`config.mk`:
```
export PLATFORM = sky130hd
export DESIGN_NAME = quet_12led_flat
export DESIGN_NICKNAME = d
export VERILOG_FILES = /design/src/rtl/quet_12led_if.sv /design/src/rtl/quet_12led.sv /design/src/flat_wrapper.sv
export SDC_FILE = /design/constraint.sdc
export NUM_CORES = 1
export LEC_CHECK = 0
export CAP_MARGIN = 10
export CORE_AREA = 2 2 76 78
export DETAILED_ROUTE_END_ITERATION = 12
export DIE_AREA = 0 0 78 80
export GPL_TIMING_DRIVEN = 0
export PLACE_DENSITY = 0.94
export SETUP_SLACK_MARGIN = 0.1
export SLEW_MARGIN = 20
export SYNTH_ARGS = -nofsm -noshare
export SYNTH_HDL_FRONTEND = slang
export SYNTH_SLANG_ARGS = --single-unit
```
`constraint.sdc`:
```
create_clock -name ckht -period 3.7 [get_ports ckht]
set_input_delay 0.925 -clock ckht [delete_from_list [all_inputs] [get_ports ckht]]
set_output_delay 0.925 -clock ckht [all_outputs]
set_load 0.005 [all_outputs]
```
`src/rtl/quet_12led_if.sv`:
```
// Display bus between the mode/blink stage and the 12-digit scan driver.
// master feeds digit data and masks; slave drives anodes and segments.
interface quet_12led_if;
  logic [47:0] so_12led;
  logic [11:0] dc_12led;
  logic [11:0] ena_12led;
  logic [11:0] anode;
  logic [6:0]  sseg;
  logic        dp;

  modport master (
    output so_12led,
    output dc_12led,
    output ena_12led,
    input  anode,
    input  sseg,
    input  dp
  );

  modport slave (
    input  so_12led,
    input  dc_12led,
    input  ena_12led,
    output anode,
    output sseg,
    output dp
  );
endinterface

```
`src/rtl/quet_12led.sv`:
```
// 12-digit 7-segment scan driver with per-slot blanking.
// Outputs are registered and follow cnt/idx/inputs by one cycle.
module quet_12led #(
  parameter int DIV   = 4000,
  parameter int BLANK = 50
) (
  input  logic         ckht,
  input  logic         rst,
  quet_12led_if.slave  bus
);

  localparam int CW = (DIV > 1) ? $clog2(DIV) : 1;
  localparam logic [CW-1:0] CNT_MAX = CW'(DIV - 1);

  typedef enum logic {
    BLANK_ST,
    SHOW_ST
  } phase_e;

  // With no blanking the slot is shown from its very first cycle.
  localparam phase_e RST_ST = (BLANK == 0) ? SHOW_ST : BLANK_ST;

  logic [CW-1:0] cnt_q, cnt_d;
  logic [3:0]    idx_q, idx_d;
  phase_e        state_q, state_d;

  logic [11:0]   anode_q, anode_d;
  logic [6:0]    sseg_q, sseg_d;
  logic          dp_q, dp_d;

  logic [3:0]    dig;
  logic          dc_sel;
  logic          ena_sel;
  logic          idx_ok;

  function automatic logic [6:0] seg_decode(input logic [3:0] d);
    logic [6:0] s;
    unique case (d)
      4'h0:    s = 7'h40;
      4'h1:    s = 7'h79;
      4'h2:    s = 7'h24;
      4'h3:    s = 7'h30;
      4'h4:    s = 7'h19;
      4'h5:    s = 7'h12;
      4'h6:    s = 7'h02;
      4'h7:    s = 7'h78;
      4'h8:    s = 7'h00;
      4'h9:    s = 7'h10;
      4'hA:    s = 7'h3F;
      default: s = 7'h7F;
    endcase
    return s;
  endfunction

  // Slot counter and digit index; idx 12..15 fold back to 0 at the boundary.
  always_comb begin
    cnt_d = cnt_q;
    idx_d = idx_q;
    if (cnt_q == CNT_MAX) begin
      cnt_d = '0;
      idx_d = (idx_q >= 4'd11) ? 4'd0 : idx_q + 4'd1;
    end else begin
      cnt_d = cnt_q + CW'(1);
    end
  end

  // Counter and index registers.
  always_ff @(posedge ckht) begin
    if (rst) begin
      cnt_q <= '0;
      idx_q <= '0;
    end else begin
      cnt_q <= cnt_d;
      idx_q <= idx_d;
    end
  end

  // Phase register: tracks whether the current cnt is in the blank window.
  always_ff @(posedge ckht) begin
    if (rst) begin
      state_q <= RST_ST;
    end else begin
      state_q <= state_d;
    end
  end

  // Next phase derived from where the counter lands next cycle.
  always_comb begin
    state_d = state_q;
    if (int'(cnt_d) < BLANK) begin
      state_d = BLANK_ST;
    end else begin
      state_d = SHOW_ST;
    end
  end

  // Pick the current digit's nibble and mask bits with constant selects.
  always_comb begin
    dig     = 4'hF;
    dc_sel  = 1'b0;
    ena_sel = 1'b0;
    idx_ok  = 1'b0;
    for (int i = 0; i < 12; i++) begin
      if (idx_q == 4'(i)) begin
        dig     = bus.so_12led[4*i +: 4];
        dc_sel  = bus.dc_12led[i];
        ena_sel = bus.ena_12led[i];
        idx_ok  = 1'b1;
      end
    end
  end

  // Output decode: light one anode only while showing an enabled digit.
  always_comb begin
    anode_d = 12'hFFF;
    sseg_d  = 7'h7F;
    dp_d    = 1'b1;
    if (state_q == SHOW_ST && idx_ok && ena_sel) begin
      anode_d = ~(12'd1 << idx_q);
      sseg_d  = seg_decode(dig);
      dp_d    = ~dc_sel;
    end
  end

  // Output registers; reset forces everything dark.
  always_ff @(posedge ckht) begin
    if (rst) begin
      anode_q <= 12'hFFF;
      sseg_q  <= 7'h7F;
      dp_q    <= 1'b1;
    end else begin
      anode_q <= anode_d;
      sseg_q  <= sseg_d;
      dp_q    <= dp_d;
    end
  end

  assign bus.anode = anode_q;
  assign bus.sseg  = sseg_q;
  assign bus.dp    = dp_q;

endmodule
```
`src/flat_wrapper.sv`:
```
// flat-port wrapper written by rule: the top's interface ports become plain ports
module quet_12led_flat 
#(
  parameter int DIV   = 4000,
  parameter int BLANK = 50
)
  (ckht, rst, bus_so_12led, bus_dc_12led, bus_ena_12led, bus_anode, bus_sseg, bus_dp);
  quet_12led_if bus_i ();
  input  logic ckht;
  input  logic rst;
  input wire logic [$bits(bus_i.so_12led)-1:0] bus_so_12led;
  input wire logic [$bits(bus_i.dc_12led)-1:0] bus_dc_12led;
  input wire logic [$bits(bus_i.ena_12led)-1:0] bus_ena_12led;
  output wire logic [$bits(bus_i.anode)-1:0] bus_anode;
  output wire logic [$bits(bus_i.sseg)-1:0] bus_sseg;
  output wire logic [$bits(bus_i.dp)-1:0] bus_dp;
  assign bus_i.so_12led = bus_so_12led;
  assign bus_i.dc_12led = bus_dc_12led;
  assign bus_i.ena_12led = bus_ena_12led;
  assign bus_anode = bus_i.anode;
  assign bus_sseg = bus_i.sseg;
  assign bus_dp = bus_i.dp;
  quet_12led #(.DIV(DIV), .BLANK(BLANK)) u_core (.ckht(ckht), .rst(rst), .bus(bus_i));
endmodule
```
==> flow_summary.json <==
{
  "finalSetupViolCount": 0,
  "gp_congestion": 1.006,
  "clock_skew_ps": 5.422,
  "leakage_nw": 1.317,
  "grt_util_all_layers_pct": 25.59,
  "tns_ps": 0,
  "fillerInstances": 431,
  "core_area_mm2": 0.005405,
  "dp_slack_ps": 719.1,
  "slowest_stage": "clkdlybuf4s50_1",
  "slowest_delay_ps": 450,
  "synth-xor-area-share_pct": 3.500,
  "fin_cells": 488,
  "cp-startpoint": "bus_so_12led[2]",
  "yosysWarnings": 0,
  "finalPower_w": 0.0008363,
  "cts_root_buf": "clkbuf_8",
  "yosys_register_bits": 37,
  "drc_errors": 0,
  "routed_wl_um": 7924,
  "dp.cells": 480,
  "synth_most_common_cell": "dfxtp_1",
  "synth_top_area_cell": "dfxtp_1",
  "start_util_pct": 46.30,
  "holdCritPathClass": "flop to flop",
  "clk_latency_ps": 290,
  "first_global_vias": 2759,
  "finalMaxSlewViolations": 0,
  "syn_inst": 316,
  "io_pins": 94,
  "htree_levels": 2,
  "vias": 2801,
  "syn_area_mm2": 0.002502,
  "dieHeight_um": 80,
  "ant_nets": 0,
  "path_cells": "clkdlybuf4s50_1 -> nor3b_1 -> o311a_1 -> o41ai_1 -> o22a_1 -> buf_4 -> nor3b_1 -> o21ai_0",
  "wl_per_cell_um": 16.24,
  "fin_nets": 497,
  "period_share_pct": 74.30,
  "cts.path.max_buffers": 2,
  "place_hpwl_um": 6055,
  "yosys.area.top_type_share_pct": 29.60,
  "synth_compound_area_share_pct": 26.00,
  "diodes": 0,
  "fin_ws_ps": 950.9,
  "synth_area_leaders": "dfxtp_1, nand2_1, buf_6, nor2_1, ha_1",
  "slew_headroom_pct": 64.97,
  "ys_seq_area_share_pct": 29.60,
  "synth_cell_type_count": 64,
  "peakVddDrop_mv": 0.2292,
  "reg2reg_from": "u_core.idx_q[1]$_SDFFE_PP0N_",
  "min_from": "u_core.cnt_q[0]$_SDFF_PP0_",
  "r2r_end": "u_core.bus.sseg[6]$_SDFF_PP1_",
  "reg2regPathDepth": 15,
  "hold-worst-slack_ps": 492.1,
  "hold_viol_final": 0,
  "clkTransAtPathRegs_ps": 80,
  "finalCriticalPeriod_ps": 2749,
  "synth_edf_count": 0,
  "grt_pass1_wl_um": 12760,
  "cts_buffers": 5,
  "regArea_um2": 740.7,
  "drive_above_1_share_pct": 8.894,
  "synthAdderAreaFrac_pct": 4.000,
  "synth_nets": 398,
  "cts-resized-gates": 0,
  "cpMostUsedCell": "nor3b_1",
  "grt_max_degree": 13,
  "via_per_inst": 5.740,
  "synth_common_cells": "dfxtp_1, nand2_1, nor2_1, a21oi_1",
  "io_buffers": 92,
  "async_reset_ff_share_pct": 0,
  "worstSetupEndpointType": "flop",
  "r2r_setup_slack_ps": 970,
  "postCtsSetupBuffers": 0,
  "synth_top_family_by_area": "simple AND/OR/NAND/NOR gates",
  "whs_path_depth": 1,
  "dieArea_mm2": 0.006240,
  "yosys.area_share.simple_pct": 27.35,
  "synthMuxAreaShare_pct": 0.4000,
  "status": "complete, no violations",
  "critPathKind": "primary input to flop",
  "cts_tree": "done",
  "crit_required_ps": 3870,
  "multi_input_area_mm2": 0.001533,
  "cts_sinks": 37,
  "grt_remaining_overflow": 0,
  "whs_endpoint": "u_core.cnt_q[0]$_SDFF_PP0_",
  "holdBufCountCts": 0,
  "crit_fanout": 10,
  "p_per_area_mw_per_mm2": 231.7,
  "syn_avg_cell_area_um2": 7.919,
  "maxCapViolCount": 0,
  "die_w_um": 78,
  "drt-initial-drc-count": 236,
  "grt_antenna_before_repair": 0,
  "rsz0062_at_grt": "false",
  "cp.arrival_ps": 2920,
  "fmax_mhz": 363.8,
  "drt-pass1-iter-count": 5,
  "tightest_slew_ps": 521.5,
  "start_kind": "primary input",
  "num_rows": 27,
  "synth_flop_cell": "dfxtp_1",
  "area_growth_pct": 44.25
}
==> flip-flops by register name, indices dropped and copies added, names as in the netlist <==
| signal | flops |
|---|---|
| u_core.bus.anode | 12 |
| u_core.bus.dp | 1 |
| u_core.bus.sseg | 7 |
| u_core.cnt_q | 12 |
| u_core.idx_q | 4 |
| u_core.state_q | 1 |
==> worst max-delay path by stage <==
stage,end,cells past startpoint
after floorplan,u_core.bus.sseg[6]$_SDFF_PP1_,15
after global placement,u_core.bus.sseg[5]$_SDFF_PP1_,8
after detailed placement,u_core.bus.sseg[5]$_SDFF_PP1_,8
after CTS,u_core.bus.sseg[6]$_SDFF_PP1_,15
after global routing,u_core.bus.sseg[5]$_SDFF_PP1_,14
final,u_core.bus.sseg[5]$_SDFF_PP1_,8
==> cells by family after synthesis <==
group                      count (synthesis)
and+or+nand+nor                          132
AOI/OAI and AO/OA                         92
DFF                                       37
buffers and inverters                     36
xor gates and xnor gates                  10
adders and majority gates                  8
muxes                                      1
==> worst max-delay path, delay by kind of cell <==
| kind | cells | cell delay [ps] |
|---|---|---|
| buffers and inverters | 2 | 600 |
| AND/OR/NAND/NOR | 2 | 290 |
| AO/OA/AOI/OAI | 4 | 1100 |
==> stage by stage <==
| stage | area [um^2] | util (%) |
|---|---|---|
| after floorplan | 2502 | - |
| after global placement | 3513 | 65.00 |
| after detailed placement | 3513 | 65.00 |
| after CTS | 3610 | 66.78 |
| after global routing | 3610 | 66.78 |
| final | 3610 | 66.78 |
==> cell type report <==
type,count,area share (%)
buffer,24,5.026
multi-input combinational,243,42.46
sequential,37,20.52
tap,72,2.496
timing repair buffer,92,25.51
inverter,12,1.317
clock buffer,6,2.288
clock inverter,2,0.3813
==> report_power, final <==
group | switching [W] | internal [W] | total [W]
clock | 0.000149 | 0.000151 | 0.000300
combinational | 0.0000414 | 0.0000903 | 0.000132
sequential | 0.00000391 | 0.000401 | 0.000405
==> metal layers <==
layer	GRT usage [%]	up-vias	part of all wire, %
met2	47.93	154	51
met5	0	-	0
met4	10.88	0	3.2
met3	4.864	32	8.4
li1	-	1339	-
met1	28.11	1276	38
==> cell usage in the layout, fill, tap and decap left out, drive strengths merged, types with 4 or more instances in the layout <==
cell type | netlist | routed
buf | 17 | 17
inv | 12 | 12
a21oi | 15 | 15
clkdlybuf4s50 | 0 | 92
nor2 | 29 | 29
a31oi | 6 | 6
nor3b | 5 | 5
xnor2 | 8 | 8
nor2b | 7 | 7
o21ai | 20 | 20
ha | 8 | 8
a21o | 4 | 4
o211ai | 6 | 6
nand3 | 13 | 13
nand2 | 34 | 34
a221oi | 4 | 4
and2 | 4 | 4
dfxtp | 37 | 37
nor3 | 7 | 7
o31ai | 4 | 4
o221a | 4 | 4
clkbuf | 7 | 13
nand2b | 11 | 11
(Power assumes the default switching activity.)
